`src/rtl/segasys1_sndlatch_if.sv`:
```
// ============================================================================
// Module      : segasys1_sndlatch_if
// Description : Command/interrupt bus between the main CPU, the sound CPU and
//               the segasys1_sndlatch block.
// Revision    : 1.0 - initial release
// ============================================================================
`default_nettype none

interface segasys1_sndlatch_if;
    logic       sndrq;   // main-CPU command strobe (one-cycle pulse)
    logic [7:0] sndno;   // command byte, valid with sndrq
    logic       srd;     // sound-CPU read strobe (level)
    logic       siack;   // sound-CPU interrupt acknowledge (level)
    logic [7:0] sdo;     // command byte presented to the sound CPU
    logic       snmi;    // NMI request to the sound CPU
    logic       sirq;    // periodic IRQ request to the sound CPU
    logic       pend;    // at least one unread command held
    logic       ovf;     // sticky: a command was dropped

    // CPU side: drives strobes, observes latch state
    modport master (
        output sndrq, sndno, srd, siack,
        input  sdo, snmi, sirq, pend, ovf
    );

    // Latch side
    modport slave (
        input  sndrq, sndno, srd, siack,
        output sdo, snmi, sirq, pend, ovf
    );
endinterface

`default_nettype wire

```
`src/rtl/segasys1_sndlatch.sv`:
```
// ============================================================================
// Module      : segasys1_sndlatch
// Description : Sega System 1 sound command latch. Holds commands written by
//               the main CPU, signals them to the sound CPU with an NMI (with
//               a guard gap between back-to-back commands) and generates the
//               periodic sound IRQ.
//               Build option: define SEGASYS1_SNDLATCH_FIFO_EN to replace the
//               single-entry latch with a 4-entry FIFO.
// Revision    : 1.0 - initial release
// ============================================================================
`default_nettype none

module segasys1_sndlatch #(
    parameter int IRQ_PERIOD = 192000,  // 2..262143 cycles
    parameter int NMI_GAP    = 16       // 1..255 cycles
) (
    input  logic                  clk48m,
    input  logic                  reset_n,
    segasys1_sndlatch_if.slave    bus
);

    localparam logic [17:0] C_IRQ_LAST = 18'(IRQ_PERIOD - 1);
    localparam logic [7:0]  C_NMI_GAP  = 8'(NMI_GAP);

    // ------------------------------------------------------------------
    // Registers shared by both storage modes
    // ------------------------------------------------------------------
    logic        r_srd_q;
    logic        r_siack_q;
    logic [17:0] r_irq_cnt;
    logic        r_sirq;
    logic [7:0]  r_gap_cnt;
    logic        r_snmi;
    logic [7:0]  r_sdo;
    logic        r_pend;
    logic        r_ovf;

    // Storage interface: next occupancy flag, next head byte, dropped push
    logic        w_push;
    logic        w_pop;
    logic        w_next_pend;
    logic [7:0]  w_next_head;
    logic        w_drop;

    assign w_push = bus.sndrq;
    // A read completes on the falling edge of srd; reading empty storage is a no-op
    assign w_pop  = r_srd_q & ~bus.srd & r_pend;

`ifdef SEGASYS1_SNDLATCH_FIFO_EN
    // ------------------------------------------------------------------
    // 4-entry FIFO storage
    // ------------------------------------------------------------------
    logic [7:0] r_mem [4];
    logic [1:0] r_wr_ptr;
    logic [1:0] r_rd_ptr;
    logic [2:0] r_count;

    logic       w_full;
    logic       w_push_ok;
    logic [2:0] w_remain;
    logic [2:0] w_next_count;
    logic [1:0] w_next_rd;

    assign w_full       = (r_count == 3'd4);
    // A pop in the same cycle frees a slot, so a full FIFO still accepts the push
    assign w_push_ok    = w_push & (~w_full | w_pop);
    assign w_drop       = w_push & w_full & ~w_pop;
    assign w_remain     = r_count - {2'b00, w_pop};
    assign w_next_count = w_remain + {2'b00, w_push_ok};
    assign w_next_rd    = r_rd_ptr + {1'b0, w_pop};
    assign w_next_pend  = (w_next_count != 3'd0);
    // When nothing older survives this edge, the head is the byte being pushed
    assign w_next_head  = (w_remain == 3'd0) ? bus.sndno : r_mem[w_next_rd];

    // FIFO data array; contents are qualified by r_count so need no reset
    always_ff @(posedge clk48m) begin
        if (w_push_ok) begin
            r_mem[r_wr_ptr] <= bus.sndno;
        end
    end

    // FIFO pointers and occupancy
    always_ff @(posedge clk48m or negedge reset_n) begin
        if (!reset_n) begin
            r_wr_ptr <= 2'd0;
            r_rd_ptr <= 2'd0;
            r_count  <= 3'd0;
        end else begin
            if (w_push_ok) begin
                r_wr_ptr <= r_wr_ptr + 2'd1;
            end
            r_rd_ptr <= w_next_rd;
            r_count  <= w_next_count;
        end
    end
`else
    // ------------------------------------------------------------------
    // Single-entry latch storage: a push always wins and overwrites
    // ------------------------------------------------------------------
    logic [7:0] r_entry;

    // The old byte is only lost if it was neither read nor already consumed
    assign w_drop      = w_push & r_pend & ~w_pop;
    assign w_next_pend = w_push | (r_pend & ~w_pop);
    assign w_next_head = w_push ? bus.sndno : r_entry;

    // Latch entry capture
    always_ff @(posedge clk48m or negedge reset_n) begin
        if (!reset_n) begin
            r_entry <= 8'h00;
        end else if (w_push) begin
            r_entry <= bus.sndno;
        end
    end
`endif

    // Edge-detect registers for the sound-CPU strobes
    always_ff @(posedge clk48m or negedge reset_n) begin
        if (!reset_n) begin
            r_srd_q   <= 1'b0;
            r_siack_q <= 1'b0;
        end else begin
            r_srd_q   <= bus.srd;
            r_siack_q <= bus.siack;
        end
    end

    // Occupancy flag, overflow flag and output byte; sdo frozen while srd is high
    always_ff @(posedge clk48m or negedge reset_n) begin
        if (!reset_n) begin
            r_pend <= 1'b0;
            r_ovf  <= 1'b0;
            r_sdo  <= 8'h00;
        end else begin
            r_pend <= w_next_pend;
            if (w_drop) begin
                r_ovf <= 1'b1;
            end
            // When storage empties, sdo keeps the last byte handed out
            if (!bus.srd && w_next_pend) begin
                r_sdo <= w_next_head;
            end
        end
    end

    // NMI generation: follow pend, with a fixed low gap after a pop that leaves data
    always_ff @(posedge clk48m or negedge reset_n) begin
        if (!reset_n) begin
            r_snmi    <= 1'b0;
            r_gap_cnt <= 8'd0;
        end else if (w_pop) begin
            r_snmi    <= 1'b0;
            r_gap_cnt <= w_next_pend ? C_NMI_GAP : 8'd0;
        end else if (r_gap_cnt != 8'd0) begin
            // New pushes never touch the gap counter, so the gap cannot be cut short
            r_gap_cnt <= r_gap_cnt - 8'd1;
            r_snmi    <= (r_gap_cnt == 8'd1) & r_pend;
        end else begin
            r_snmi    <= r_pend;
        end
    end

    // Free-running IRQ timer; a wrap beats a simultaneous acknowledge
    always_ff @(posedge clk48m or negedge reset_n) begin
        if (!reset_n) begin
            r_irq_cnt <= 18'd0;
            r_sirq    <= 1'b0;
        end else begin
            if (r_irq_cnt == C_IRQ_LAST) begin
                r_irq_cnt <= 18'd0;
                r_sirq    <= 1'b1;
            end else begin
                r_irq_cnt <= r_irq_cnt + 18'd1;
                if (bus.siack && !r_siack_q) begin
                    r_sirq <= 1'b0;
                end
            end
        end
    end

    assign bus.sdo  = r_sdo;
    assign bus.snmi = r_snmi;
    assign bus.sirq = r_sirq;
    assign bus.pend = r_pend;
    assign bus.ovf  = r_ovf;

endmodule

`default_nettype wire

```
`src/flat_wrapper.sv`:
```
// flat-port wrapper written by rule: the top's interface ports become plain ports
module segasys1_sndlatch_flat 
#(
    parameter int IRQ_PERIOD = 192000,                     
    parameter int NMI_GAP    = 16                       
)
  (clk48m, reset_n, bus_sndrq, bus_sndno, bus_srd, bus_siack, bus_sdo, bus_snmi, bus_sirq, bus_pend, bus_ovf);
  segasys1_sndlatch_if bus_i ();
  input  logic clk48m;
  input  logic reset_n;
  input wire logic [$bits(bus_i.sndrq)-1:0] bus_sndrq;
  input wire logic [$bits(bus_i.sndno)-1:0] bus_sndno;
  input wire logic [$bits(bus_i.srd)-1:0] bus_srd;
  input wire logic [$bits(bus_i.siack)-1:0] bus_siack;
  output wire logic [$bits(bus_i.sdo)-1:0] bus_sdo;
  output wire logic [$bits(bus_i.snmi)-1:0] bus_snmi;
  output wire logic [$bits(bus_i.sirq)-1:0] bus_sirq;
  output wire logic [$bits(bus_i.pend)-1:0] bus_pend;
  output wire logic [$bits(bus_i.ovf)-1:0] bus_ovf;
  assign bus_i.sndrq = bus_sndrq;
  assign bus_i.sndno = bus_sndno;
  assign bus_i.srd = bus_srd;
  assign bus_i.siack = bus_siack;
  assign bus_sdo = bus_i.sdo;
  assign bus_snmi = bus_i.snmi;
  assign bus_sirq = bus_i.sirq;
  assign bus_pend = bus_i.pend;
  assign bus_ovf = bus_i.ovf;
  segasys1_sndlatch #(.IRQ_PERIOD(IRQ_PERIOD), .NMI_GAP(NMI_GAP)) u_core (.clk48m(clk48m), .reset_n(reset_n), .bus(bus_i));
endmodule
```
`config.mk`:
```
export PLATFORM = sky130hd
export DESIGN_NAME = segasys1_sndlatch_flat
export DESIGN_NICKNAME = d
export VERILOG_FILES = /design/src/rtl/segasys1_sndlatch_if.sv /design/src/rtl/segasys1_sndlatch.sv /design/src/flat_wrapper.sv
export SDC_FILE = /design/constraint.sdc
export NUM_CORES = 1
export LEC_CHECK = 0
export ABC_AREA = 1
export BUFFER_PORTS_ARGS = -buffer_cell sky130_fd_sc_hd__buf_2
export CAP_MARGIN = 15
export CORE_MARGIN = 10
export CORE_UTILIZATION = 50
export CTS_BUF_LIST = sky130_fd_sc_hd__clkbuf_4 sky130_fd_sc_hd__clkbuf_8 sky130_fd_sc_hd__clkbuf_16
export CTS_CLUSTER_DIAMETER = 150
export DETAILED_ROUTE_END_ITERATION = 8
export GPL_TIMING_DRIVEN = 0
export HOLD_SLACK_MARGIN = 0.06
export PLACE_DENSITY = 0.7
export SLEW_MARGIN = 0
export SYNTH_ARGS = -nofsm -noshare
export SYNTH_HDL_FRONTEND = slang
export SYNTH_SLANG_ARGS = --single-unit
```
`constraint.sdc`:
```
create_clock -name clk48m -period 1.6 [get_ports clk48m]
set_input_delay 0.24 -clock clk48m [delete_from_list [all_inputs] [get_ports clk48m]]
set_output_delay 0.24 -clock clk48m [all_outputs]
set_load 0.02 [all_outputs]
```
======== Word level (Yosys, flattened, before mapping) ========
Index checks and enable logic that the tools add are counted.
word-level totals
  bits of input ports ..................... 13
  output and inout bits ................... 12
  bits in registers ....................... 48
operators by class
  add/sub/neg operators ................... 2
  reduce and logical (&&, ||, !) cells .... 7
  bitwise gates (word level) .............. 9
  eq/ne operators ......................... 2
  muxes and demuxes ....................... 9
operators with widths
  kind                                                                 count
  8-bit 2-to-1 mux                                                     3
  18-bit by 1-bit adder with 18-bit output (second input constant)     1
  18-bit == test (second input constant)                               1
  18-bit 2-to-1 mux                                                    1
  8-bit by 1-bit == test with 1-bit output (second input constant)     1
  8-bit nonzero test                                                   1
  8-bit by 1-bit subtractor with 8-bit output (second input constant)  1
  1-bit bitwise AND                                                    6
  5-bit 2-to-1 mux                                                     1
  1-bit 2-to-1 mux                                                     4
  2-bit nonzero test                                                   2
  1-bit logical AND                                                    2
  1-bit logical NOT                                                    2
  1-bit NOT                                                            2
  1-bit bitwise OR                                                     1

======== Longest topological paths before layout ========
Gate-level depths: netlist of the first run.
  word-level depth ........................ 8
  gate-level depth with buffers ........... 7
  gate-level depth less buffers ........... 7

======== Worst setup path after synthesis of the first run ========
No wires, ideal clock.
  path kind ............................... register to register
  from .................................... register u_core.r_gap_cnt[0]
  to ...................................... register u_core.r_gap_cnt[5]
  required time ........................... 1.482 ns
  cell stages (with the launch flop) ...... 8
  period minus slack after synthesis ...... 1.239 ns
  data arrival time ....................... 1.121 ns
  path slack .............................. 0.361 ns
  cells stage by stage .................... dfrtp_1 > inv_1 > ha_1 > nand2_1 > nor2_4 > inv_1 > a21oi_1 > nor2_1
between the ends
  word-level cells in the longest chain between the ends .. 3
ends and longest elaborated chain
  what                                         RTL line                  RTL
  start, declared                              segasys1_sndlatch.sv:32   logic [7:0] r_gap_cnt;
  start signal, assigned                       segasys1_sndlatch.sv:153  r_gap_cnt <= w_next_pend ? C_NMI_GAP : 8'd0;
  start signal, assigned                       segasys1_sndlatch.sv:156  r_gap_cnt <= r_gap_cnt - 8'd1;
  8-bit by 1-bit subtractor with 8-bit output  segasys1_sndlatch.sv:156
  8-bit 2-to-1 mux                             segasys1_sndlatch.sv:154  end else if (r_gap_cnt != 8'd0) begin
  8-bit 2-to-1 mux                             segasys1_sndlatch.sv:151  end else if (w_pop) begin
Several ways; a longest one is shown, not always the timed one. The select of a mux whose other input is x is not followed.
A chain may end at the register's enable or synchronous reset.

======== Worst setup path in the final report of the first run ========
  from .................................... register u_core.r_gap_cnt[0]
  to ...................................... register u_core.r_gap_cnt[6]
Same word-level chain as after synthesis.

==> out/metrics.yaml, run 1 <==
tightestPinTransition_ns: 1.05
slew_headroom_pct: 30.1
grt_pass1_vias: 1798
setup_tns_ns: 0
synth_area_leaders: "dfrtp_1 (52%), nand2_1 (12%), nor2_1 (5.7%), inv_1 (5.4%), xor2_1 (4.2%)"
htreeDepth: 2
place_congestion: 0.833
dpl_cell_area_mm2: 0.00248
slowest_stage: "dfrtp_1"
totalWireLength_mm: 4.34
ant_nets: 0
path_class: "flip-flop to flip-flop"
stdcell_area_mm2: 0.00262
utilization_pct: 59.2
max_freq_ghz: 0.718
nets: 317
clkTransAtPathRegs_ns: 0.08
synth_fp_nets: 286
syn_area_mm2: 0.00230
synth-xor-area-share_pct: 4.96
cp-end-kind: "flip-flop"
timing.final.crit_share_pct: 87.1
vias: 1762
finalHoldViolations: 0
synth-compound-area-share_pct: 5.12
period_needed_ns: 1.39
clock_latency_ns: 0.30
leakage_nw: 1.32
dieWidth_um: 87.8
clock_sinks: 48
drt_iter0_drc: 98
synth.distinct_cells: 27
avgSynthCellArea_um2: 8.50
power.total_mw: 3.12
drc: 0
layout-drive-gt1-share_pct: 19.3
yosysTopAreaCell: "dfrtp_1"
cap_violations: 0
grt_max_degree: 49
status: "finished clean"
synth_top_family_by_area: "simple AND/OR/NAND/NOR gates"
finalSetupViolCount: 0
area_delta_synth_final_pct: 13.9
n_antenna_cell: 0
grt_util_all_layers_pct: 12.9
cts_resized: 0
cp_top_family: "simple AND/OR/NAND/NOR gates"
rows: 24
maxSlewViolCount: 0
antenna_found_initial: 0
dp_hpwl_mm: 3.12
overflow: 0
ys_seq_elements: 48
synth_fa_ha_area_share_pct: 1.63
cp_slowest_stage_delay_ns: 0.39
yosys.area_share.simple_pct: 29.3
ioPinCount: 25
finClkSkew_ns: 0.00458
die_h_um: 87.8
cts_tree: "done"
worstHoldPathType: "primary input to async pin"
root_buffer: "clkbuf_8"
final_common_cell: "nand2_1"
arrival_ns: 1.59
dieArea_mm2: 0.00770
synth.mux.area_fraction_pct: 0
drtPass1Iterations: 4
vias_per_cell: 4.99
wire_per_inst_um: 12.3
grt_first_pass_wirelength_mm: 8.02
layout_common_cells: "nand2_1 (73), dfrtp_1 (48), nor2_1 (35)"
powerDensity_mw_per_mm2: 1190
clk_path_buf_depth: 2
port_buffers: 23
initial_core_util_pct: 52.0
rsz0062_at_grt: "no"
yosysWarnings: 0
critPathLaunchType: "flip-flop"
cts-buffers-inserted: 5
fp.coreArea_mm2: 0.00441
yosysTopAreaCellShare_pct: 52.3
critical_path_required_ns: 1.80
postSynthCellCount: 270
ys_seq_area_share_pct: 52.3
path_cells: "inv_1 > ha_1 > nand2_1 > nor2_4 > nand2_1 > inv_1 > nor2_1"
ir_drop_mv: 0.672
cp_max_fo: 5
cp_num_buf_inv: 2
==> repair_timing <==
item | CTS | global route
buffers inserted | 0 | 0
hold endpoints to repair | 1 | 0
hold buffers | 1 | 0
==> synthesized netlist by cell type <==
master / number
inv_1: 33
nand3_1: 13
a21oi_1: 1
nor2_2: 7
a21oi_4: 1
o21ai_0: 3
nor3_1: 5
nor3_2: 1
xor2_1: 11
o21ai_2: 3
or2_2: 1
nand4_1: 5
nand2_1: 73
inv_2: 2
nand2_4: 1
buf_6: 1
nor2_1: 35
nand2_2: 5
dfrtp_1: 48
nor2_4: 3
ha_1: 3
xnor2_1: 2
o21bai_1: 1
o21ai_1: 8
nand3_2: 1
buf_2: 2
a211oi_1: 1
==> stage by stage <==
step	cells	hold WS [ns]	setup WS, ns
after CTS	353	0.107	0.186
after global routing	353	0.102	0.0350
final	353	0.124	0.207
after detailed placement	345	0.366	0.205
after global placement	345	0.362	0.227
after floorplan	270	-0.0556	0.361
==> cell families after synthesis <==
| family | Yosys count |
|---|---|
| buf+inv | 38 |
| fa+ha+maj | 3 |
| xor+xnor | 13 |
| compound gates | 18 |
| simple gates | 150 |
| flops | 48 |
==> registers in the layout, summed over array words and instances, names as in the netlist <==
name              count
u_core.r_irq_cnt     18
u_core.bus.sdo        8
u_core.r_entry        8
u_core.r_gap_cnt      8
u_core.bus.ovf        1
u_core.bus.pend       1
u_core.bus.sirq       1
u_core.bus.snmi       1
u_core.r_siack_q      1
u_core.r_srd_q        1
==> report_power, final <==
| group | internal, mW | total (mW) | switching (mW) |
|---|---|---|---|
| combinational | 0.250 | 0.680 | 0.430 |
| clock | 0.615 | 1.00 | 0.388 |
| sequential | 1.36 | 1.44 | 0.0793 |
| total | 2.22 | 3.12 | 0.897 |
==> metal layers <==
| metal | vias up | share of wire (%) | wire, µm | track usage (%) |
|---|---|---|---|---|
| li1 | 891 | - | - | - |
| met1 | 831 | 48 | 2080 | 16.5 |
| met2 | 38 | 46 | 1990 | 19.6 |
| met3 | 2 | 5.5 | 238 | 4.27 |
| met4 | 0 | 0.76 | 33 | 4.93 |
| met5 | - | 0 | 0 | 0 |
==> final cells by class <==
cell class / instances / area (µm²)
Clock buffer: 5 / 68.8
Fill cell: 408 / 1800
Tap cell: 52 / 65.1
Inverter: 35 / 131
Clock inverter: 2 / 60.1
Sequential cell: 48 / 1200
Timing Repair Buffer: 24 / 125
Buffer: 3 / 21.3
Multi-Input combinational cell: 184 / 942
==> path summary, 6_finish.rpt <==
kind | cells after the start | from | to | slack [ns]
max | 7 | u_core.r_gap_cnt[0] | u_core.r_gap_cnt[6] | 0.21
min | 1 | reset_n | u_core.r_gap_cnt[0] | 0.12
max reg2reg | 7 | u_core.r_gap_cnt[0] | u_core.r_gap_cnt[6] | 0.21
min reg2reg | 2 | u_core.r_entry[5] | u_core.r_entry[5] | 0.47
max in group asynchronous | 1 | reset_n | u_core.r_irq_cnt[14] | 0.83
min in group clk48m | 1 | bus_srd | u_core.r_srd_q | 0.12
Note: power is estimated with default switching activity, not from simulation.
==> run 2, diff against run 1 <==
--- a/config.mk
+++ b/config.mk
@@ -8,9 +8,7 @@
 export ABC_AREA = 1
 export BUFFER_PORTS_ARGS = -buffer_cell sky130_fd_sc_hd__buf_2
 export CAP_MARGIN = 15
-export CORE_MARGIN = 10
 export CORE_UTILIZATION = 50
-export CTS_BUF_LIST = sky130_fd_sc_hd__clkbuf_4 sky130_fd_sc_hd__clkbuf_8 sky130_fd_sc_hd__clkbuf_16
 export CTS_CLUSTER_DIAMETER = 150
 export DETAILED_ROUTE_END_ITERATION = 8
 export GPL_TIMING_DRIVEN = 0
==> constraint.sdc (replaced) <==
create_clock -name clk48m -period 1.35 [get_ports clk48m]
set_input_delay 0.2025 -clock clk48m [delete_from_list [all_inputs] [get_ports clk48m]]
set_output_delay 0.2025 -clock clk48m [all_outputs]
set_load 0.02 [all_outputs]
==> run 2 against run 1 <==
  * Power is 13% higher
  * Clock power is 11% lower
  * Flip-flop and latch count unchanged
  * Critical path depth is 1 lower
  * First-iteration DRC count decreased by 11%
  * Final cell count rose by 2.0%
  * Sequential share of layout area shrank 1.5 points
  * Die area down 37%
  * Wire length down 3.1%
  * Clock-buffer cell count rose by 2
  * Combinational power is 34% higher
  * Largest power group unchanged
  * Highest routed layer unchanged
==> out/metrics.yaml, run 2 (same netlist as run 1, synthesis figures left out) <==
stdcell_area_mm2: 0.00271
final_common_cell: "nand2_1"
vias_per_cell: 4.89
critPathLaunchType: "flip-flop"
port_buffers: 23
place_congestion: 0.871
layout-drive-gt1-share_pct: 23.1
vias: 1761
r2r_slack_ns: 0.01
largest_register_ffs: 18
max_freq_ghz: 0.748
drtPass1Iterations: 4
cts-buffers-inserted: 5
maxSlewViolCount: 0
cp.depth: 6
antenna_found_initial: 0
area_delta_synth_final_pct: 17.8
critPathLaunch: "u_core.r_irq_cnt[1]"
critical_path_required_ns: 1.54
tightestPinTransition_ns: 0.358
n_antenna_cell: 0
cap_violations: 0
cp-endpoint: "u_core.r_irq_cnt[13]"
rows: 24
dieWidth_um: 69.8
path_cells: "ha_4 > nand2_4 > nor2_4 > nand4_1 > nand2_1 > nor2_1"
placed_cells: 345
fp.coreArea_mm2: 0.00438
finClkSkew_ns: 0.00717
finalSetupViolCount: 0
rsz0062_at_grt: "yes"
cp_top_family: "simple AND/OR/NAND/NOR gates"
cp_slowest_stage_delay_ns: 0.44
cp_max_fo: 4
drc: 0
clock_latency_ns: 0.30
finalHoldViolations: 0
rr_startpoint: "u_core.r_irq_cnt[1]"
utilization_pct: 61.7
drt_iter0_drc: 87
leakage_nw: 1.37
totalWireLength_mm: 4.21
htreeDepth: 2
r2r_cells: 6
powerDensity_mw_per_mm2: 1300
fill_cells: 388
layout_common_cells: "nand2_1 (72), dfrtp_1 (47), nor2_1 (34)"
status: "finished clean"
grt_util_all_layers_pct: 19.9
worstHoldPathType: "primary input to flip-flop"
slowest_stage: "dfrtp_1"
ioPinCount: 25
r2r_end: "u_core.r_irq_cnt[13]"
grt_first_pass_wirelength_mm: 7.67
dieArea_mm2: 0.00487
root_buffer: "clkbuf_8"
clock_sinks: 48
grt_max_degree: 49
arrival_ns: 1.53
die_h_um: 69.8
overflow: 0
path_class: "flip-flop to flip-flop"
ir_drop_mv: 0.708
finalNonFillerCells: 360
cts_tree: "done"
grt_pass1_vias: 1768
ant_nets: 0
dpl_cell_area_mm2: 0.00248
clkTransAtPathRegs_ns: 0.09
cp_num_buf_inv: 0
period_needed_ns: 1.34
regMostFlops: "u_core.r_irq_cnt"
initial_core_util_pct: 52.4
nets: 323
power.total_mw: 3.52
wire_per_inst_um: 11.7
cp-end-kind: "flip-flop"
timing.final.crit_share_pct: 99.0
slew_headroom_pct: 76.1
dp_hpwl_mm: 2.88
clk_path_buf_depth: 2
[run 2: repair_timing]
action | CTS | global route
endpoints found under the hold margin | 1 | 14
setup buffers | 3 | 1
pin swaps | 4 | 11
hold buffers | 1 | 1
gates resized for setup | 3 | 12
endpoints found under the setup margin | 19 | 24
[run 2: how the worst min path moves through the flow]
stage / start / endpoint / slack [ns] / depth (start not counted)
after floorplan: reset_n / u_core.bus.ovf / -0.09 / 0
after global placement: bus_siack / u_core.r_siack_q / 0.33 / 1
after detailed placement: bus_siack / u_core.r_siack_q / 0.33 / 1
after CTS: bus_srd / u_core.r_srd_q / 0.08 / 1
after global routing: bus_srd / u_core.r_srd_q / 0.08 / 1
final: bus_srd / u_core.r_srd_q / 0.09 / 1
[run 2: metrics by stage]
stage | TNS [ns] | worst slack [ns] | hold slack [ns]
6_report | 0 | 0.0136 | 0.0875
3_3_place_gp | -0.0815 | -0.0286 | 0.327
4_1_cts | 0 | 0.000307 | 0.0755
5_1_grt | -0.738 | -0.0854 | 0.0762
2_1_floorplan | 0 | 0.111 | -0.0931
3_5_place_dp | -0.399 | -0.0576 | 0.331
[run 2: cell type report]
| type | count | area (µm²) | area share, % |
|---|---|---|---|
| clock inverters | 1 | 7.51 | 0.278 |
| clock buffers | 7 | 86.3 | 3.19 |
| plain buffers | 3 | 21.3 | 0.786 |
| flip-flops and latches | 48 | 1200 | 44.4 |
| repair buffers | 30 | 185 | 6.85 |
| well taps | 52 | 65.1 | 2.41 |
| inverters | 35 | 131 | 4.86 |
| multi-input cells | 184 | 1010 | 37.2 |
[run 2: power breakdown]
part	internal [mW]	switching (mW)	total (mW)	leakage, nW
Sequential	1.61	0.102	1.71	0.604
Clock	0.417	0.478	0.894	0.0445
Combinational	0.352	0.557	0.909	0.720
[run 2: metal layers]
layer | routed length, µm | GRT usage (%)
met2 | 1900 | 31.6
met4 | 56 | 6.67
met3 | 198 | 4.94
met1 | 2050 | 26.9
met5 | 0 | 0
==> run 3, diff against run 2 <==
--- a/config.mk
+++ b/config.mk
@@ -6,7 +6,7 @@
 export NUM_CORES = 1
 export LEC_CHECK = 0
 export ABC_AREA = 1
-export BUFFER_PORTS_ARGS = -buffer_cell sky130_fd_sc_hd__buf_2
+export BUFFER_PORTS_ARGS = -buffer_cell sky130_fd_sc_hd__clkbuf_2
 export CAP_MARGIN = 15
 export CORE_UTILIZATION = 50
 export CTS_CLUSTER_DIAMETER = 150
==> run 3 against run 2 <==
  * Utilization grew 0.11 points
  * Clock-buffer cell count is the same
  * Register-to-register slack is essentially flat
  * Via count shrank 0.23%
  * Critical endpoint is now u_core.bus.sirq
  * Largest cell class unchanged
  * Largest power group unchanged
==> out/metrics.yaml, run 3 (same netlist as run 1, synthesis figures left out) <==
grt_first_pass_wirelength_mm: 7.51
status: "finished clean"
timing.final.crit_share_pct: 98.3
drt_iter0_drc: 104
setup_tns_ns: 0
dieWidth_um: 69.8
worstHoldPathType: "primary input to flip-flop"
largest_register_ffs: 18
cts_tree: "done"
fill_cells: 411
path_cells: "ha_2 > nand2_4 > nor2_4 > nand4_1 > buf_4 > nand2_2"
nets: 327
layout-drive-gt1-share_pct: 24.4
wire_per_inst_um: 11.1
rows: 24
cap_violations: 0
overflow: 0
grt_max_degree: 28
cts-buffers-inserted: 5
arrival_ns: 1.57
path_class: "flip-flop to flip-flop"
max_freq_ghz: 0.754
leakage_nw: 1.38
clkTransAtPathRegs_ns: 0.08
totalWireLength_mm: 4.03
area_delta_synth_final_pct: 18.0
period_needed_ns: 1.33
cp_num_buf_inv: 1
drc: 0
finClkSkew_ns: 0.00535
initial_core_util_pct: 52.4
ioPinCount: 25
cp_slowest_stage_delay_ns: 0.37
n_antenna_cell: 0
layout_common_cells: "nand2_1 (71), dfrtp_1 (46), nor2_1 (33)"
maxSlewViolCount: 0
critical_path_required_ns: 1.60
clock_sinks: 48
dp_hpwl_mm: 2.97
final_common_cell: "nand2_1"
clk_path_buf_depth: 2
finalSetupViolCount: 0
utilization_pct: 61.8
root_buffer: "clkbuf_8"
cp-end-kind: "flip-flop"
htreeDepth: 2
vias_per_cell: 4.83
vias: 1757
port_buffers: 23
clock_latency_ns: 0.30
ant_nets: 0
grt_util_all_layers_pct: 19.4
drtPass1Iterations: 4
slowest_stage: "dfrtp_1"
critPathLaunchType: "flip-flop"
finalHoldViolations: 0
cp_top_family: "simple AND/OR/NAND/NOR gates"
timing.hold.ws_ns: 0.0910
tightestPinTransition_ns: 0.563
regArea_mm2: 0.00120
die_h_um: 69.8
fp.coreArea_mm2: 0.00438
multi_input_area_um2: 988
dieArea_mm2: 0.00487
cp_max_fo: 4
powerDensity_mw_per_mm2: 1270
ir_drop_mv: 0.692
slew_headroom_pct: 62.5
place_congestion: 0.863
grt_pass1_vias: 1691
regMostFlops: "u_core.r_irq_cnt"
antenna_found_initial: 0
rsz0062_at_grt: "yes"
==> run 3: through the flow <==
stage / worst slack [ns] / power (mW) / area (µm²) / std cells
final: 0.0232 / 3.44 / 2710 / 364
after global routing: -0.0340 / 3.69 / 2710 / 364
after CTS: 0.00100 / 3.41 / 2630 / 358
after detailed placement: -0.0292 / 2.55 / 2500 / 346
after global placement: -0.0278 / 2.52 / 2480 / 345
after floorplan: 0.111 / 2.33 / 2300 / 270
==> run 3: worst reg2reg max path, cell delays in order (launching register included) <==
cell	delay [ns]
dfrtp_1	0.37
ha_2	0.22
nand2_4	0.06
nor2_4	0.15
nand4_1	0.22
buf_4	0.21
nand2_2	0.04
==> run 3: per-layer routing <==
| metal | wire length, µm | track usage, % |
|---|---|---|
| met5 | 0 | 0 |
| met1 | 2010 | 28.5 |
| met4 | 43 | 5.33 |
| met3 | 180 | 4.36 |
| met2 | 1800 | 29.0 |
==> run 3: area by class of cell <==
cell class | instances | area share [%]
buffer | 3 | 0.785
clock buffer | 7 | 2.82
clock inverter | 1 | 0.323
inverter | 35 | 4.85
multi-input combinational | 184 | 36.5
sequential | 48 | 44.4
tap | 52 | 2.40
timing repair buffer | 34 | 7.94
==> run 3: final timing paths <==
check	startpoint	end	slack [ns]	cells past startpoint
max reg2reg	u_core.r_irq_cnt[1]	u_core.bus.sirq	0.02	6
min in group asynchronous	reset_n	u_core.r_irq_cnt[0]	0.42	2
min	bus_srd	u_core.r_srd_q	0.09	1
max	u_core.r_irq_cnt[1]	u_core.bus.sirq	0.02	6
min reg2reg	u_core.r_entry[0]	u_core.r_entry[0]	0.48	2
max in group asynchronous	reset_n	u_core.r_irq_cnt[8]	0.39	3
==> run 3: power breakdown <==
group	switching, mW	total, mW	internal, mW
clock network	0.462	0.833	0.370
logic	0.542	0.889	0.348
registers	0.107	1.72	1.61
==> run 3: timing repair <==
item | 4_1_cts | 5_1_grt
setup endpoints to repair | 17 | 20
endpoints found under the hold margin | 22 | 0
gates resized for setup | 2 | 13
hold buffers | 2 | 0
pin swaps | 4 | 13
buffers inserted | 2 | 6
